$ cat src/rtl/mem_access_ctrl.sv
// Shared-memory access controller for the fetch and data ports.
// Define MEM_ARB_ROUND_ROBIN_EN for round-robin tie breaking.
`ifndef WORD_SIZE
`define WORD_SIZE 32
`endif

module mem_access_ctrl #(
  parameter int LATENCY = 5
) (
  input  logic                    clk,
  input  logic                    rst,
  input  logic                    d_req,
  input  logic                    d_we,
  input  logic [`WORD_SIZE-1:0]   d_addr,
  input  logic [`WORD_SIZE-1:0]   d_wdata,
  output logic [`WORD_SIZE-1:0]   d_rdata,
  output logic                    d_done,
  input  logic                    i_req,
  input  logic [`WORD_SIZE-1:0]   i_addr,
  output logic [`WORD_SIZE-1:0]   i_rdata,
  output logic                    i_done,
  output logic                    stall_d,
  output logic                    stall_i,
  output logic                    mem_we,
  output logic [`WORD_SIZE-1:0]   mem_addr,
  output logic [`WORD_SIZE-1:0]   mem_wdata,
  input  logic [`WORD_SIZE-1:0]   mem_rdata
);

  typedef enum logic [1:0] {
    IDLE,
    ACCESS,
    DONE
  } state_t;

  state_t state, stateNext;

  logic [3:0]            cnt;
  logic                  grantI;
  logic                  latWe;
  logic [`WORD_SIZE-1:0] latAddr;
  logic [`WORD_SIZE-1:0] latWdata;
  logic [`WORD_SIZE-1:0] dRdata;
  logic [`WORD_SIZE-1:0] iRdata;
  logic                  pickI;
  logic                  anyReq;
  logic                  inAccess;
  logic                  lastBeat;

`ifdef MEM_ARB_ROUND_ROBIN_EN
  // Set when the instruction side held the most recent grant.
  logic lastGrantI;
  assign pickI = i_req & (~d_req | ~lastGrantI);
`else
  assign pickI = i_req & ~d_req;
`endif

  assign anyReq   = d_req | i_req;
  assign inAccess = (state == ACCESS);
  assign lastBeat = inAccess && (cnt == 4'd0);

  always_comb begin
    stateNext = state;
    unique case (state)
      IDLE:    if (anyReq) stateNext = ACCESS;
      ACCESS:  if (cnt == 4'd0) stateNext = DONE;
      DONE:    stateNext = IDLE;
      default: stateNext = IDLE;
    endcase
  end

  always_ff @(posedge clk) begin
    if (rst) begin
      state    <= IDLE;
      cnt      <= 4'd0;
      grantI   <= 1'b0;
      latWe    <= 1'b0;
      latAddr  <= '0;
      latWdata <= '0;
      dRdata   <= '0;
      iRdata   <= '0;
`ifdef MEM_ARB_ROUND_ROBIN_EN
      lastGrantI <= 1'b1;
`endif
    end else begin
      state <= stateNext;
      if (state == IDLE && anyReq) begin
        grantI   <= pickI;
        latAddr  <= pickI ? i_addr : d_addr;
        latWdata <= pickI ? '0 : d_wdata;
        latWe    <= ~pickI & d_we;
        cnt      <= 4'(LATENCY - 1);
`ifdef MEM_ARB_ROUND_ROBIN_EN
        lastGrantI <= pickI;
`endif
      end else if (inAccess) begin
        if (cnt != 4'd0) begin
          cnt <= cnt - 4'd1;
        end else if (grantI) begin
          iRdata <= mem_rdata;
        end else if (!latWe) begin
          dRdata <= mem_rdata;
        end
      end
    end
  end

  assign mem_addr  = inAccess ? latAddr : '0;
  assign mem_wdata = inAccess ? latWdata : '0;
  assign mem_we    = lastBeat && latWe && !rst;

  assign d_done  = (state == DONE) && !grantI;
  assign i_done  = (state == DONE) && grantI;
  assign d_rdata = dRdata;
  assign i_rdata = iRdata;
  assign stall_d = d_req && !d_done;
  assign stall_i = i_req && !i_done;

endmodule

$ cat config.mk
export PLATFORM = sky130hd
export DESIGN_NAME = mem_access_ctrl
export DESIGN_NICKNAME = d
export VERILOG_FILES = /design/src/rtl/mem_access_ctrl.sv
export SDC_FILE = /design/constraint.sdc
export NUM_CORES = 1
export LEC_CHECK = 0
export CAP_MARGIN = 15
export CORE_UTILIZATION = 42
export DETAILED_ROUTE_END_ITERATION = 10
export PLACE_DENSITY = 0.81
export SLEW_MARGIN = 20
export SYNTH_ARGS = -nofsm -noshare
export SYNTH_HDL_FRONTEND = slang
export SYNTH_SLANG_ARGS = --single-unit
$ cat constraint.sdc
create_clock -name clk -period 2.3 [get_ports clk]
set_input_delay 0.46 -clock clk [delete_from_list [all_inputs] [get_ports clk]]
set_output_delay 0.46 -clock clk [all_outputs]
set_load 0.05 [all_outputs]
==> results.toml, run 1 <==
[synth]
syn_avg_cell_area_sq_um = 9.90
yosysMostFrequentCell = "dfxtp_1"
synth_flop_cell = "dfxtp_1"
synth_nets = 722
synth_top_area_share_pct = 46.8
synth_commonest_cells = "dfxtp_1 (136), and2_1 (66), nand2b_1 (65)"
synth_edf_count = 0
yosys-top-cells-area = "dfxtp_1 (47%), mux2i_1 (11%), and2_1 (7.1%), nand2b_1 (7.0%), a22o_1 (5.0%)"
ys_seq_area_share_pct = 46.8
yosysTopAreaCell = "dfxtp_1"
ys_ff_latch = 136
yosys_warnings = 0
synthArstFlopShare_pct = 0
syn_inst = 587
yosys.cell_types.count = 36
netlist_area_sq_mm = 0.00581

[layout]
multi_input_area_sq_mm = 0.00285
seq_area_sq_mm = 0.00273
antennaDiodeCount = 0
nets = 966
areaGrowthSynthToFinish_pct = 70.6
fillers = 894
drive_above_1_share_pct = 15.4

[placed_design]
post-place-ws_ns = 0.240
gp_congestion = 0.814
place_hpwl_mm = 12.5
port_buffers = 265

[power_and_ir_drop]
switching_share_pct = 28.1
p_per_area_mw_per_mm2 = 739
intPower_mw = 5.27
p_total_mw = 7.33
share_clk_of_total_power_pct = 39.5
power_switching_mw = 2.06
p_leak_nw = 3.92
p_seq_share_pct = 36.3
ir_drop_mv = 0.495
pwr-share-comb_pct = 24.2

[clock_tree]
cts_max_level = 4
clk_latency_ns = 0.41
clockBufferDepth = 2
cts_hold_buffers = 0
tritoncts = "built"
clock-sinks = 136
root_buffer = "clkbuf_16"
cts_inserted_buffers = 17
path_clk_slew_ns = 0.05

[setup_path]
rr_worst_depth = 5
cp.required_ns = 1.84
crit_chain = "inv_4 -> ha_4 -> or3b_4 -> nor3_4 -> and2_4 -> buf_12"
slowest_stage = "or3b_4"
crit_buf_inv = 2
crit_path_end_kind = "output pin"
crit_cells = 6
crit_fanout = 4
crit_family = "simple AND/OR/NAND/NOR gates"
max_stage_delay_ns = 0.40
crit_arrival_ns = 1.81
cp-start-kind = "register"
ff2ff_setup_slack_ns = 0.55
crit_type = "register to output pin"

[floorplanning]
fp.dieH_um = 120
start_util_pct = 43.6
die_x_um = 120
die_area_sq_mm = 0.0143
ios = 266
rows = 42
coreArea_sq_mm = 0.0133

[route]
vias = 5289
drt-total-wl_mm = 17.4
vias_per_cell = 5.20
drtIter0Drc = 243
firstDrtPassIters = 5
routedWlPerCell_um = 17.1
drc_errors = 0
ant_nets = 0

[job]
maxCapViolCount = 0

[sta]
slew_headroom_pct = 62.5
setup_violations = 0
tightestPinTransition_ns = 0.563
period_needed_ns = 2.27
hold_violations = 0
drv_slew = 0
rsz0062_at_grt = "true"
skew_ns = 0.00781
fmax_mhz = 440
finalCritPeriodShare_pct = 98.7
setup_ws_ns = 0.0291

[grt]
grt_max_degree = 104
grt_use_total_pct = 24.7
grt_remaining_overflow = 0
antenna_found_initial = 0
grt_pass1_wl_mm = 27.6
grt_pass1_vias = 5397

[min_path]
hp-class = "input port to register"
hold_depth = 2

[run_status]
status = "finished clean"
cells in the final DEF (no fill, tap or decap), types with 3 or more instances in the layout:
cell type / netlist / layout
clkbuf_8: 0 / 5
and2_1: 66 / 65
o2bb2ai_1: 32 / 32
dfxtp_1: 136 / 133
bufinv_16: 0 / 4
nand3_1: 35 / 35
buf_12: 0 / 71
buf_4: 9 / 11
nand2b_1: 65 / 65
a21oi_1: 37 / 36
clkbuf_16: 0 / 17
a22o_1: 33 / 33
dfxtp_2: 0 / 3
o21ai_1: 30 / 30
o21ai_0: 3 / 3
clkdlybuf4s50_1: 0 / 195
mux2i_1: 64 / 64
nor2_1: 4 / 4
cells by family (layout without fill, tap and decap cells):
group / after synthesis / after routing / share of synthesized area, %
muxes: 64 / 64 / 11.0
buffers and inverters: 57 / 312 / 5.21
DFF: 136 / 136 / 46.8
and+or+nand+nor: 186 / 186 / 19.7
adders and majority gates: 2 / 2 / 0.430
AOI/OAI and AO/OA: 142 / 142 / 16.8
power by group through the flow:
stage / clock network, mW / registers, mW / logic [mW]
2_1_floorplan: 0 / 2.87 / 0.815
3_3_place_gp: 0 / 2.69 / 1.72
3_5_place_dp: 0 / 2.70 / 1.76
4_1_cts: 2.94 / 2.65 / 1.78
5_1_grt: 3.05 / 2.68 / 1.88
6_report: 2.90 / 2.66 / 1.77
path summary, 6_finish.rpt:
check	start	endpoint
max	cnt[0]$_SDFFE_PP0P_	mem_we
min	rst	state[1]$_SDFFE_PP0P_
max reg2reg	state[1]$_SDFFE_PP0P_	i_rdata[0]$_SDFFE_PP0P_
min reg2reg	latAddr[30]$_SDFFE_PP0P_	latAddr[30]$_SDFFE_PP0P_
through the flow:
step / instances / cell area (sq um) / utilization, % / setup TNS (ns) / hold slack, ns
3_5_place_dp: 987 / 9240 / 69.2 / 0 / 0.438
5_1_grt: 1018 / 9920 / 74.3 / -0.0255 / 0.268
3_3_place_gp: 987 / 9240 / 69.2 / 0 / 0.436
2_1_floorplan: 587 / 5820 / - / 0 / 0.424
4_1_cts: 1018 / 9910 / 74.3 / 0 / 0.266
6_report: 1018 / 9920 / 74.3 / 0 / 0.285
worst reg2reg max path: stages (launching register included):
cell     delay (ns)
dfxtp_1        0.54
nor2b_4        0.09
buf_12         0.19
nand3_2        0.10
buf_4          0.47
mux2i_1        0.28
flip-flops by register name, summed over array words and instances, names as in the netlist:
| register | flops |
|---|---|
| grantI | 1 |
| state | 2 |
| i_rdata | 32 |
| cnt | 4 |
| latAddr | 32 |
| latWe | 1 |
| d_rdata | 32 |
| latWdata | 32 |
final cells by class:
class | instances | share of cell area (%)
sequential | 136 | 27.5
tap | 176 | 2.22
timing repair buffer | 278 | 34.9
clock inverter | 7 | 1.41
clock buffer | 23 | 5.02
inverter | 4 | 0.177
multi-input combinational | 394 | 28.8
what timing repair did:
| item | CTS | global route |
|---|---|---|
| hold endpoints to repair | 0 | 0 |
| cloned | 0 | 0 |
| gates resized for setup | 9 | 3 |
| buffers inserted | 1 | 0 |
| endpoints found under the setup margin | 52 | 8 |
routing by layer:
| layer | share of wire [%] | GRT usage, % |
|---|---|---|
| met1 | 39 | 26.9 |
| met2 | 51 | 44.4 |
| met3 | 7.3 | 7.94 |
| met4 | 2.2 | 9.30 |
| met5 | 0 | 0 |
No activity file was read; power rests on OpenSTA's default activity.
==> run 2, diff against run 1 <==
--- a/config.mk
+++ b/config.mk
@@ -5,7 +5,7 @@
 export SDC_FILE = /design/constraint.sdc
 export NUM_CORES = 1
 export LEC_CHECK = 0
-export CAP_MARGIN = 15
+export CAP_MARGIN = 20
 export CORE_UTILIZATION = 42
 export DETAILED_ROUTE_END_ITERATION = 10
 export PLACE_DENSITY = 0.81
==> results of run 2 <==
Same layout as run 1: the final DEF is identical, and so are final timing and power.
==> run 3, diff against run 2 <==
==> constraint.sdc (replaced) <==
create_clock -name clk -period 2.3 [get_ports clk]
set_input_delay 0.46 -clock clk [delete_from_list [all_inputs] [get_ports clk]]
set_output_delay 0.46 -clock clk [all_outputs]
set_load 0.02 [all_outputs]
==> results.toml, run 3 (synthesis results as in run 1) <==
[run_status]
status = "finished with violations"
violations = "negative setup slack"

[layout]
final_common_cell = "clkdlybuf4s50_1"
drive_above_1_share_pct = 7.76
fillers = 1000
fin_area_sq_mm = 0.00925
seq_area_sq_mm = 0.00273
areaGrowthSynthToFinish_pct = 59.2
multi_input_area_sq_mm = 0.00284
nets = 973
antennaDiodeCount = 0
final_cell_mix = "clkdlybuf4s50_1 (197), dfxtp_1 (133), and2_1 (66)"

[placed_design]
port_buffers = 265
place_hpwl_mm = 11.7
dpl-instance-area_sq_mm = 0.00864
gp_congestion = 0.780

[grt]
grt_max_degree = 94
grt_pass1_wl_mm = 26.2
grt_use_total_pct = 23.3
grt_remaining_overflow = 0
antenna_found_initial = 0
grt_pass1_vias = 5313

[route]
firstDrtPassIters = 4
drc_errors = 0
vias_per_cell = 5.13
drt-total-wl_mm = 16.6
routedWlPerCell_um = 16.2
ant_nets = 0
vias = 5269
drtIter0Drc = 315

[floorplanning]
fp.dieH_um = 120
die_area_sq_mm = 0.0143
start_util_pct = 43.6
die_x_um = 120
rows = 42
coreArea_sq_mm = 0.0133
ios = 266

[clock_tree]
clk_latency_ns = 0.41
cts_hold_buffers = 0
cts_max_level = 4
clockBufferDepth = 2
post_cts_buffers = 0
tritoncts = "built"
root_buffer = "clkbuf_16"
path_clk_slew_ns = 0.05
clock-sinks = 136
cts_inserted_buffers = 17

[sta]
rsz0062_at_grt = "true"
setup_ws_ns = -0.0101
skew_ns = 0.00432
slew_headroom_pct = 54.4
setup_violations = 1
holdWs_ns = 0.259
tightestPinTransition_ns = 0.684
fmax_mhz = 433
finalCritPeriodShare_pct = 100
drv_slew = 0
period_needed_ns = 2.31
hold_violations = 0

[setup_path]
crit_path_end_kind = "output pin"
cp-start-kind = "register"
crit_type = "register to output pin"
cp.required_ns = 1.84
crit_arrival_ns = 1.85
crit_fanout = 2

[min_path]
hp-class = "input port to register"

[power_and_ir_drop]
p_per_area_mw_per_mm2 = 755
ir_drop_mv = 0.443
p_leak_nw = 3.95

[job]
maxCapViolCount = 0
==> run 3: timing repair <==
action	4_1_cts	5_1_grt
resized for setup	71	12
gates cloned	0	0
setup endpoints to repair	69	9
==> run 3: worst max-delay path, cell delays in order (launching register included) <==
cell,delay [ns]
dfxtp_1,0.31
inv_1,0.08
ha_1,0.19
or3b_4,0.42
nor3_4,0.16
and2_1,0.15
buf_4,0.14
==> run 3: cell type report <==
class / count / area share (%)
repair buffers: 285 / 30.2
flip-flops and latches: 136 / 29.5
inverters: 4 / 0.162
well taps: 176 / 2.38
clock inverters: 6 / 1.43
multi-input cells: 394 / 30.7
clock buffers: 26 / 5.72
==> run 3: final timing paths <==
check / startpoint / endpoint / slack [ns] / cells past startpoint
hold reg to reg: latAddr[28]$_SDFFE_PP0P_ / latAddr[28]$_SDFFE_PP0P_ / 0.45 / 1
hold / removal: rst / state[1]$_SDFFE_PP0P_ / 0.26 / 2
setup reg to reg: cnt[0]$_SDFFE_PP0P_ / d_rdata[10]$_SDFFE_PP0P_ / 0.55 / 7
setup / recovery: cnt[0]$_SDFFE_PP0P_ / mem_we / -0.01 / 6
==> run 3: power by group <==
part / internal [mW] / switching, mW / total (mW)
Combinational: 0.651 / 0.708 / 1.36
Sequential: 2.54 / 0.106 / 2.65
Clock: 2.02 / 0.962 / 2.98
Total: 5.21 / 1.78 / 6.99
==> run 3: layer usage <==
layer / wire length, um / up-vias / part of all wire [%] / track usage [%]
met5: 0 / - / 0 / 0
met4: 201 / 0 / 1.2 / 7.50
met3: 1280 / 18 / 7.7 / 8.41
met2: 8510 / 197 / 51 / 41.6
met1: 6630 / 2487 / 40 / 25.5
li1: - / 2567 / - / -
==> run 3: metrics by stage <==
step | setup WS (ns) | power (mW) | TNS, ns | cells | utilization, %
after floorplan | 0.377 | 3.42 | 0 | 587 | -
after global placement | 0.00919 | 4.03 | 0 | 995 | 64.7
after detailed placement | -0.100 | 4.08 | -0.100 | 995 | 64.7
after CTS | -0.133 | 7.04 | -0.133 | 1027 | 69.2
after global routing | -0.0817 | 7.29 | -0.0947 | 1027 | 69.3
final | -0.0101 | 6.99 | -0.0101 | 1027 | 69.3
